===== config.mk =====
export PLATFORM = sky130hd
export DESIGN_NAME = seven_seg_scan_decoder_flat
export DESIGN_NICKNAME = d
export VERILOG_FILES = /design/src/rtl/seven_seg_scan_decoder_if.sv /design/src/rtl/seven_seg_scan_decoder.sv /design/src/flat_wrapper.sv
export SDC_FILE = /design/constraint.sdc
export NUM_CORES = 1
export LEC_CHECK = 0
export ABC_AREA = 0
export CORE_MARGIN = 2
export CORE_UTILIZATION = 60
export DETAILED_ROUTE_END_ITERATION = 8
export HOLD_SLACK_MARGIN = 0.1
export PLACE_DENSITY = 0.88
export SETUP_SLACK_MARGIN = 0.3
export SLEW_MARGIN = 20
export SYNTH_ARGS = -nofsm -noshare
export SYNTH_HDL_FRONTEND = slang
export SYNTH_SLANG_ARGS = --single-unit

===== constraint.sdc =====
create_clock -name i_clk -period 4.6 [get_ports i_clk]
set_clock_uncertainty 0.05 [all_clocks]
set_input_delay 0.92 -clock i_clk [delete_from_list [all_inputs] [get_ports i_clk]]
set_output_delay 0.92 -clock i_clk [all_outputs]
set_load 0.05 [all_outputs]

===== src/rtl/seven_seg_scan_decoder_if.sv =====
// Bundle of the scanned 7-segment inputs and the reconstructed frame outputs.
// The decoder takes the slave side; whoever drives the scan takes the master side.
interface seven_seg_scan_decoder_if;
    logic [0:6]  segment;
    logic [0:3]  anode;
    logic [0:15] digits;
    logic [0:3]  blank;
    logic        seg_error;
    logic        frame_valid;
    logic        scan_stall;

    modport master (
        output segment, anode,
        input  digits, blank, seg_error, frame_valid, scan_stall
    );

    modport slave (
        input  segment, anode,
        output digits, blank, seg_error, frame_valid, scan_stall
    );
endinterface


===== src/rtl/seven_seg_scan_decoder.sv =====
// Rebuilds a stable 4-digit frame from a multiplexed common-anode 7-segment scan.
// Each digit must be seen unchanged for SETTLE_CYCLES samples before it is accepted.
module seven_seg_scan_decoder #(
    parameter int unsigned SETTLE_CYCLES  = 16,
    parameter int unsigned TIMEOUT_CYCLES = 1000000
) (
    input logic                     i_clk,
    input logic                     i_reset_n,
    seven_seg_scan_decoder_if.slave bus
);

    localparam int unsigned CNT_W = $clog2(SETTLE_CYCLES + 1);
    localparam int unsigned TMO_W = $clog2(TIMEOUT_CYCLES + 1);
    localparam logic [CNT_W-1:0] SETTLE_LAST = CNT_W'(SETTLE_CYCLES - 1);
    localparam logic [TMO_W-1:0] TMO_MAX     = TMO_W'(TIMEOUT_CYCLES);

    typedef enum logic [1:0] {StIdle, StSettle, StHold} state_e;

    // {blank, error, code}
    function automatic logic [5:0] f_decode(input logic [0:6] seg);
        case (seg)
            7'b0000001: return {2'b00, 4'h0};
            7'b1001111: return {2'b00, 4'h1};
            7'b0010010: return {2'b00, 4'h2};
            7'b0000110: return {2'b00, 4'h3};
            7'b1001100: return {2'b00, 4'h4};
            7'b0100100: return {2'b00, 4'h5};
            7'b0100000: return {2'b00, 4'h6};
            7'b0001111: return {2'b00, 4'h7};
            7'b0000000: return {2'b00, 4'h8};
            7'b0000100: return {2'b00, 4'h9};
            7'b1111111: return {2'b10, 4'hF};
            default:    return {2'b01, 4'hE};
        endcase
    endfunction

    logic [0:6]       r_seg_meta, r_seg_sync, r_lat_seg;
    logic [0:3]       r_an_meta, r_an_sync, r_lat_an;
    state_e           r_state;
    logic [CNT_W-1:0] r_stable_cnt;
    logic [0:15]      r_shadow, r_digits;
    logic [0:3]       r_sh_blank, r_blank, r_mask;
    logic             r_seg_error, r_frame_valid;
    logic [TMO_W-1:0] r_timeout;

    logic             w_sel_valid, w_same, w_accept;
    logic [1:0]       w_sel_idx;
    logic [5:0]       w_dec;
    logic [0:3]       w_mask_next;

    always_ff @(posedge i_clk or negedge i_reset_n) begin
        if (!i_reset_n) begin
            r_seg_meta <= '1;
            r_seg_sync <= '1;
            r_an_meta  <= '1;
            r_an_sync  <= '1;
        end else begin
            r_seg_meta <= bus.segment;
            r_seg_sync <= r_seg_meta;
            r_an_meta  <= bus.anode;
            r_an_sync  <= r_an_meta;
        end
    end

    // Exactly one low anode is a real digit; anything else is a gap.
    always_comb begin
        w_sel_valid = 1'b1;
        w_sel_idx   = 2'd0;
        case (r_an_sync)
            4'b0111: w_sel_idx = 2'd0;
            4'b1011: w_sel_idx = 2'd1;
            4'b1101: w_sel_idx = 2'd2;
            4'b1110: w_sel_idx = 2'd3;
            default: w_sel_valid = 1'b0;
        endcase
    end

    assign w_same   = (r_an_sync == r_lat_an) && (r_seg_sync == r_lat_seg);
    assign w_accept = (r_state == StSettle) && w_same && (r_stable_cnt == SETTLE_LAST);
    assign w_dec    = f_decode(r_lat_seg);

    always_ff @(posedge i_clk or negedge i_reset_n) begin
        if (!i_reset_n) begin
            r_state      <= StIdle;
            r_lat_an     <= '1;
            r_lat_seg    <= '1;
            r_stable_cnt <= '0;
        end else begin
            case (r_state)
                StIdle: begin
                    if (w_sel_valid) begin
                        r_lat_an     <= r_an_sync;
                        r_lat_seg    <= r_seg_sync;
                        r_stable_cnt <= CNT_W'(1);
                        r_state      <= StSettle;
                    end
                end
                StSettle: begin
                    if (w_same) begin
                        r_stable_cnt <= r_stable_cnt + 1'b1;
                        if (r_stable_cnt == SETTLE_LAST) r_state <= StHold;
                    end else if (w_sel_valid) begin
                        r_lat_an     <= r_an_sync;
                        r_lat_seg    <= r_seg_sync;
                        r_stable_cnt <= CNT_W'(1);
                    end else begin
                        r_state <= StIdle;
                    end
                end
                StHold: begin
                    // Leaving only on a change stops the same scan slot being accepted twice.
                    if (!w_same) r_state <= StIdle;
                end
                default: r_state <= StIdle;
            endcase
        end
    end

    // A publish clears the mask, but an accept in that same cycle still lands in it.
    always_comb begin
        w_mask_next = (r_mask == 4'b1111) ? 4'b0000 : r_mask;
        if (w_accept) w_mask_next[w_sel_idx] = 1'b1;
    end

    always_ff @(posedge i_clk or negedge i_reset_n) begin
        if (!i_reset_n) begin
            r_shadow      <= '1;
            r_sh_blank    <= '1;
            r_mask        <= '0;
            r_digits      <= '1;
            r_blank       <= '1;
            r_frame_valid <= 1'b0;
            r_seg_error   <= 1'b0;
            r_timeout     <= '0;
        end else begin
            r_mask        <= w_mask_next;
            r_frame_valid <= 1'b0;
            if (r_mask == 4'b1111) begin
                r_digits      <= r_shadow;
                r_blank       <= r_sh_blank;
                r_frame_valid <= 1'b1;
            end
            if (w_accept) begin
                r_shadow[{w_sel_idx, 2'b00} +: 4] <= w_dec[3:0];
                r_sh_blank[w_sel_idx]             <= w_dec[5];
                r_seg_error                       <= r_seg_error | w_dec[4];
                r_timeout                         <= '0;
            end else if (r_timeout != TMO_MAX) begin
                r_timeout <= r_timeout + 1'b1;
            end
        end
    end

    assign bus.digits      = r_digits;
    assign bus.blank       = r_blank;
    assign bus.seg_error   = r_seg_error;
    assign bus.frame_valid = r_frame_valid;
    assign bus.scan_stall  = (r_timeout == TMO_MAX);

endmodule


===== src/flat_wrapper.sv =====
// flat-port wrapper written by rule: the top's interface ports become plain ports
module seven_seg_scan_decoder_flat 
#(
    parameter int unsigned SETTLE_CYCLES  = 16,
    parameter int unsigned TIMEOUT_CYCLES = 1000000
)
  (i_clk, i_reset_n, bus_segment, bus_anode, bus_digits, bus_blank, bus_seg_error, bus_frame_valid, bus_scan_stall);
  seven_seg_scan_decoder_if bus_i ();
  input logic i_clk;
  input logic i_reset_n;
  input wire logic [$bits(bus_i.segment)-1:0] bus_segment;
  input wire logic [$bits(bus_i.anode)-1:0] bus_anode;
  output wire logic [$bits(bus_i.digits)-1:0] bus_digits;
  output wire logic [$bits(bus_i.blank)-1:0] bus_blank;
  output wire logic [$bits(bus_i.seg_error)-1:0] bus_seg_error;
  output wire logic [$bits(bus_i.frame_valid)-1:0] bus_frame_valid;
  output wire logic [$bits(bus_i.scan_stall)-1:0] bus_scan_stall;
  assign bus_i.segment = bus_segment;
  assign bus_i.anode = bus_anode;
  assign bus_digits = bus_i.digits;
  assign bus_blank = bus_i.blank;
  assign bus_seg_error = bus_i.seg_error;
  assign bus_frame_valid = bus_i.frame_valid;
  assign bus_scan_stall = bus_i.scan_stall;
  seven_seg_scan_decoder #(.SETTLE_CYCLES(SETTLE_CYCLES), .TIMEOUT_CYCLES(TIMEOUT_CYCLES)) u_core (.i_clk(i_clk), .i_reset_n(i_reset_n), .bus(bus_i));
endmodule

==> out/qor.txt, run 1 <==
startpoint kind of the worst setup timing path: flop
critical path launch point: u_core.r_timeout[7]$_DFFE_PN0P_
insertion delay of the later-clocked pin in the worst-skew pair: 0.37 ns
total power: 1760 µW
Netlist Area Pre-Place: 4860 µm²
Setup crit end kind: primary output
total wirelength of the detailed-routed design: 8790 µm
first-pass GRT wire length: 15400 µm
library cell with the largest summed area after synthesis: sky130_fd_sc_hd__dfstp_2
result of the run: completed
most frequent cells after synthesis: sky130_fd_sc_hd__dfstp_2 (73), sky130_fd_sc_hd__nand2_1 (73), sky130_fd_sc_hd__dfrtp_1 (33)
Setup Total Neg Slack: 0 ns
number of global-route vias before repair: 3191
mean area per synthesized cell: 11.7 µm²
Finished Layout Cells: 548
Crit-path slowest cell: sky130_fd_sc_hd__clkdlybuf4s50_1
number of setup buffers added after CTS: 0
clock edge transition at the registers on the reported setup and hold paths: 0.10 ns
number of antenna violations at the first check in global routing: 0
relative max-transition margin: 27.0%
count of final hold-check violations: 0
Filler cells: 549
Num CTS Buffers: 9
Final #Nets: 458
Bufs on Longest Clock Path: 2
gpl congestion: 0.824
sequential-to-total area share from yosys stat: 56.5%
Total Routing Usage GR: 22.3%
worst-path fanout max: 5
fin. max-slew vios: 0
# hold bufs at CTS: 0
CTS tree: built
Starting Density: 62.6%
maximum number of pins on one net before global-route repair: 70
number of levels in the clock H-tree: 3
post-layout min period: 3.63 ns
number of iterations in the first detailed-routing pass: 6
count of different cell masters after synthesis: 63
largest vdd supply drop: 204 µV
chip height: 94.0 µm
sink count of the clock tree: 106
setup repair after global routing missed its margin: false
signed area change from the synthesized netlist to the final layout: 10.5%
slowest stage delay, CP: 0.84 ns
share of cells above drive strength 1: 31.2%
number of storage elements in the synthesis netlist: 106
critical path arrival: 2.66 ns
launching point of the worst reg2reg path: u_core.r_stable_cnt[0]$_DFFE_PN0N_
post-synthesis net count: 432
top cells by area in the synthesized netlist: sky130_fd_sc_hd__dfstp_2 (39%), sky130_fd_sc_hd__dfrtp_1 (17%), sky130_fd_sc_hd__mux2_2 (6.3%)
DR iter-0 viols: 169
total placed cells including tap cells: 532
number of synthesized flops with an enable pin: 0
area taken by flip-flops and latches: 2740 µm²
classification of the worst-slack hold path: flop to flop
I/O pin total: 36
Buffers on Ports: 35
Root Buffer: sky130_fd_sc_hd__clkbuf_8
class of the most critical setup path: flop to primary output
number of placement rows: 32
post-detailed-placement half-perimeter wirelength: 6020 µm
Die Span X: 94.0 µm
DRC viols: 0
Worst Min Path Start: u_core.r_seg_meta[1]$_DFF_PN1_
share of the synthesized area in the top cell type: 39.5%
final setup violation count: 0
yosys synthesis warning count: 0
sum of overflow across all layers after global routing: 0
standby leakage power: 0.00228 µW
post-detailed-route count of antenna-violating nets: 0
core area: 7770 µm²
number of max-cap violations: 0
post_cts resized: 0
asr flop ratio synth: 100%
measured slew at the worst slew-check pin: 1.09 ns
area of the multi-input gates: 1920 µm²
wire length per cell: 16.0 µm
Place WS: 1.35 ns
Fmax: 275 MHz
die area: 8840 µm²
via count normalized by instance count: 5.80
synthesized netlist cell count: 415
Top FF cell, synth: sky130_fd_sc_hd__dfstp_2
CP required: 3.63 ns
post-layout worst setup margin: 0.965 ns
final worst-path cycle share: 79.0%
antenna fix cells: 0
Power per Cell Area: 329 nW/µm²
Cell Chain, Critical Path: or4b_2, nor4_1, clkdlybuf4s50_1
vias after detailed routing: 3176
==> power breakdown <==
group          switching [µW]  internal [µW]  total (µW)
clock network             320            220         540
logic                    84.5           86.7         171
registers                62.5            990        1050
==> layout make-up <==
class	count	share of cell area (%)
clock inverter	5	0.839
timing repair buffer	37	6.76
sequential	106	51.1
tap	102	2.38
inverter	8	0.559
multi-input combinational	279	35.7
clock buffer	11	2.63
==> flip-flops by register name (all words and copies together), names as in the netlist <==
signal and cells:
u_core.r_timeout 20, u_core.bus.digits 16, u_core.r_shadow 16, u_core.r_lat_seg 7, u_core.r_seg_meta 7, u_core.r_seg_sync 7, u_core.r_stable_cnt 5, u_core.bus.blank 4
u_core.r_an_meta 4, u_core.r_an_sync 4, u_core.r_lat_an 4, u_core.r_mask 4, u_core.r_sh_blank 4, u_core.r_state 2, u_core.bus.frame_valid 1, u_core.bus.seg_error 1
==> final timing paths <==
kind	cells after the start	slack, ns	endpoint
worst max-delay path	3	0.97	bus_scan_stall
worst min-delay path	0	0.31	u_core.r_seg_sync[1]$_DFF_PN1_
worst max register to register	7	1.83	u_core.r_sh_blank[2]$_DFFE_PN1P_
worst min register to register	0	0.31	u_core.r_seg_sync[1]$_DFF_PN1_
max in group asynchronous	2	2.89	u_core.r_seg_meta[1]$_DFF_PN1_
min in group asynchronous	1	0.60	u_core.r_stable_cnt[1]$_DFFE_PN0N_
==> kinds of logic (layout without fill, tap and decap cells) <==
| group | after synthesis | count (layout) | share of synthesized area [%] |
|---|---|---|---|
| and+or+nand+nor | 171 | 171 | 18.2 |
| DFF | 106 | 106 | 56.5 |
| AOI/OAI and AO/OA | 41 | 41 | 5.92 |
| xor gates and xnor gates | 33 | 33 | 7.49 |
| muxes | 30 | 30 | 6.87 |
| buffers and inverters | 30 | 61 | 4.07 |
| adders and majority gates | 4 | 4 | 1.03 |
==> placed cells by master, fill, tap and decap left out, drive strengths merged, types with 3 or more instances in the layout <==
master         netlist  layout
and3                 6       6
a21oi                8       8
nor4                 5       5
nor3                 9       9
nand3               14      14
clkbuf               9      11
inv                  8      10
a21boi               3       3
mux2i                3       3
o21ai                5       5
xor2                15      15
and4                 5       5
a31oi                3       3
dfrtp               33      33
or3                  3       3
buf                 13       3
dfstp               73      73
mux2                27      27
nand4                8       8
nand2               73      73
clkdlybuf4s50        0      34
nand4b               4       4
nor2                32      32
a21o                 6       6
xnor2               18      18
ha                   4       4
==> through the flow <==
step	util, %	hold WS (ns)	instance area [µm²]
floorplan	-	0.295	4860
CTS	69.1	0.306	5370
global route	69.1	0.309	5370
finish	69.1	0.306	5370
global placement	66.7	0.296	5180
detailed placement	66.7	0.297	5180
==> layer usage <==
layer | GRT usage (%) | share of wire [%]
met5 | 0 | 0
met4 | 5.31 | 0.86
met3 | 5.62 | 4.6
met2 | 37.6 | 51
met1 | 29.1 | 43
==> critical path: cells and delay by family, from the launching register on <==
kind	cells	cell delay, ns
buf+inv	1	0.84
flops	1	0.44
simple gates	2	1.02
Note: power is estimated with default switching activity, not from simulation.
==> inputs of run 2 (changes only) <==
--- a/config.mk
+++ b/config.mk
@@ -7,10 +7,10 @@
 export LEC_CHECK = 0
 export ABC_AREA = 0
 export CORE_MARGIN = 2
-export CORE_UTILIZATION = 60
+export CORE_UTILIZATION = 53
 export DETAILED_ROUTE_END_ITERATION = 8
 export HOLD_SLACK_MARGIN = 0.1
-export PLACE_DENSITY = 0.88
+export PLACE_DENSITY = 0.83
 export SETUP_SLACK_MARGIN = 0.3
 export SLEW_MARGIN = 20
 export SYNTH_ARGS = -nofsm -noshare
==> constraint.sdc (replaced) <==
create_clock -name i_clk -period 3.13 [get_ports i_clk]
set_clock_uncertainty 0.05 [all_clocks]
set_input_delay 0.626 -clock i_clk [delete_from_list [all_inputs] [get_ports i_clk]]
set_output_delay 0.626 -clock i_clk [all_outputs]
set_load 0.05 [all_outputs]
==> out/qor.txt, run 2 (same netlist as run 1, synthesis figures left out) <==
startpoint kind of the worst setup timing path: flop
number of antenna violations at the first check in global routing: 0
setup repair after global routing missed its margin: false
smallest hold slack: 0.273 ns
measured slew at the worst slew-check pin: 0.796 ns
Setup crit end kind: flop
post-layout min period: 2.67 ns
die area: 9950 µm²
chip height: 99.8 µm
Design Area, Final: 5440 µm²
area of the multi-input gates: 1940 µm²
CP required: 3.38 ns
fin. max-slew vios: 0
total wirelength of the detailed-routed design: 8680 µm
first-pass GRT wire length: 14800 µm
DRC viols: 0
Bufs on Longest Clock Path: 2
sink count of the clock tree: 106
via count normalized by instance count: 5.60
number of levels in the clock H-tree: 3
count of final hold-check violations: 0
Root Buffer: sky130_fd_sc_hd__clkbuf_8
largest vdd supply drop: 229 µV
Fmax: 375 MHz
share of cells above drive strength 1: 32.1%
classification of the worst-slack hold path: input port to async pin
Num CTS Buffers: 9
CTS tree: built
Total Routing Usage GR: 18.8%
insertion delay of the later-clocked pin in the worst-skew pair: 0.37 ns
number of global-route vias before repair: 3141
Final #Nets: 460
number of placement rows: 34
antenna fix cells: 0
critical path arrival: 2.92 ns
Post-DP Area: 5230 µm²
final setup violation count: 0
vias after detailed routing: 3113
core area: 8810 µm²
clock edge transition at the registers on the reported setup and hold paths: 0.10 ns
most used cells in the layout excluding fill and tap cells: sky130_fd_sc_hd__nand2_1 (73), sky130_fd_sc_hd__dfstp_2 (73), sky130_fd_sc_hd__clkdlybuf4s50_1 (33), sky130_fd_sc_hd__dfrtp_1 (33), sky130_fd_sc_hd__nor2_1 (30)
maximum number of pins on one net before global-route repair: 62
DR iter-0 viols: 113
Largest Register: u_core.r_timeout
signed area change from the synthesized netlist to the final layout: 12.0%
number of iterations in the first detailed-routing pass: 4
relative max-transition margin: 46.5%
gpl congestion: 0.872
launching point of the worst reg2reg path: u_core.r_stable_cnt[0]$_DFFE_PN0N_
Starting Density: 55.2%
Power per Cell Area: 481 nW/µm²
I/O pin total: 36
Filler cells: 699
class of the most critical setup path: flop to flop
standby leakage power: 0.00232 µW
total power: 2620 µW
Setup Total Neg Slack: 0 ns
sum of overflow across all layers after global routing: 0
post-detailed-route count of antenna-violating nets: 0
wire length per cell: 15.6 µm
critical path launch point: u_core.r_stable_cnt[0]$_DFFE_PN0N_
worst-path fanout max: 5
number of max-cap violations: 0
result of the run: completed
Buffers on Ports: 35
area taken by flip-flops and latches: 2740 µm²
post-detailed-placement half-perimeter wirelength: 6080 µm
final worst-path cycle share: 85.2%
Die Span X: 99.8 µm
flip-flop count of the largest register after layout: 20
-- run 2: per-stage QoR --
stage               instances  utilization (%)  worst slack [ns]
floorplan                 415                -             0.351
CTS                       556             61.8             0.330
global placement          540             59.4             0.535
detailed placement        540             59.4             0.407
finish                    556             61.8             0.464
global route              556             61.8             0.324
-- run 2: worst max-delay path: stages (launching register included) --
cell and delay (ns):
sky130_fd_sc_hd__dfrtp_1 0.39, sky130_fd_sc_hd__ha_1 0.20, sky130_fd_sc_hd__and3_1 0.17, sky130_fd_sc_hd__ha_1 0.23, sky130_fd_sc_hd__nor2b_2 0.29, sky130_fd_sc_hd__nand3_1 0.11, sky130_fd_sc_hd__or4_1 0.49, sky130_fd_sc_hd__nor2_2 0.29
sky130_fd_sc_hd__mux2_2 0.39
-- run 2: power by group --
group / internal [µW] / leakage, µW / switching (µW) / total, µW
clock network: 373 / 0.0000929 / 451 / 824
registers: 1450 / 0.00120 / 89.1 / 1540
logic: 129 / 0.00102 / 121 / 251
-- run 2: final cells by class --
| class | count | area share (%) |
|---|---|---|
| flip-flops and latches | 106 | 50.4 |
| inverters | 8 | 0.552 |
| multi-input cells | 279 | 35.6 |
| clock buffers | 10 | 2.34 |
| clock inverters | 6 | 1.24 |
| well taps | 108 | 2.48 |
| repair buffers | 39 | 7.35 |
-- run 2: metal layers --
metal	share of wire (%)	wire, µm	vias up	track usage, %
li1	-	-	1479	-
met5	0	0	-	0
met4	1.6	139	0	5.80
met3	3.6	311	12	4.57
met1	45	3920	1568	25.2
met2	50	4310	54	30.6
-- run 2: path summary, 6_finish.rpt --
check                                                endpoint  slack, ns  depth (start not counted)
max                            u_core.r_shadow[3]$_DFFE_PN1P_       0.46                          8
min reg2reg                     u_core.r_an_sync[0]$_DFF_PN1_       0.31                          0
max reg2reg                    u_core.r_shadow[3]$_DFFE_PN1P_       0.46                          8
max in group asynchronous      u_core.r_seg_meta[5]$_DFF_PN1_       2.02                          2
min in group i_clk              u_core.r_an_sync[0]$_DFF_PN1_       0.31                          0
min                        u_core.r_stable_cnt[3]$_DFFE_PN0N_       0.27                          1
-- run 2: what timing repair did --
| action | CTS | global route |
|---|---|---|
| setup endpoints to repair | 1 | 5 |
| resized for setup | 1 | 2 |
| hold buffers | 0 | 0 |
| buffers inserted | 0 | 0 |
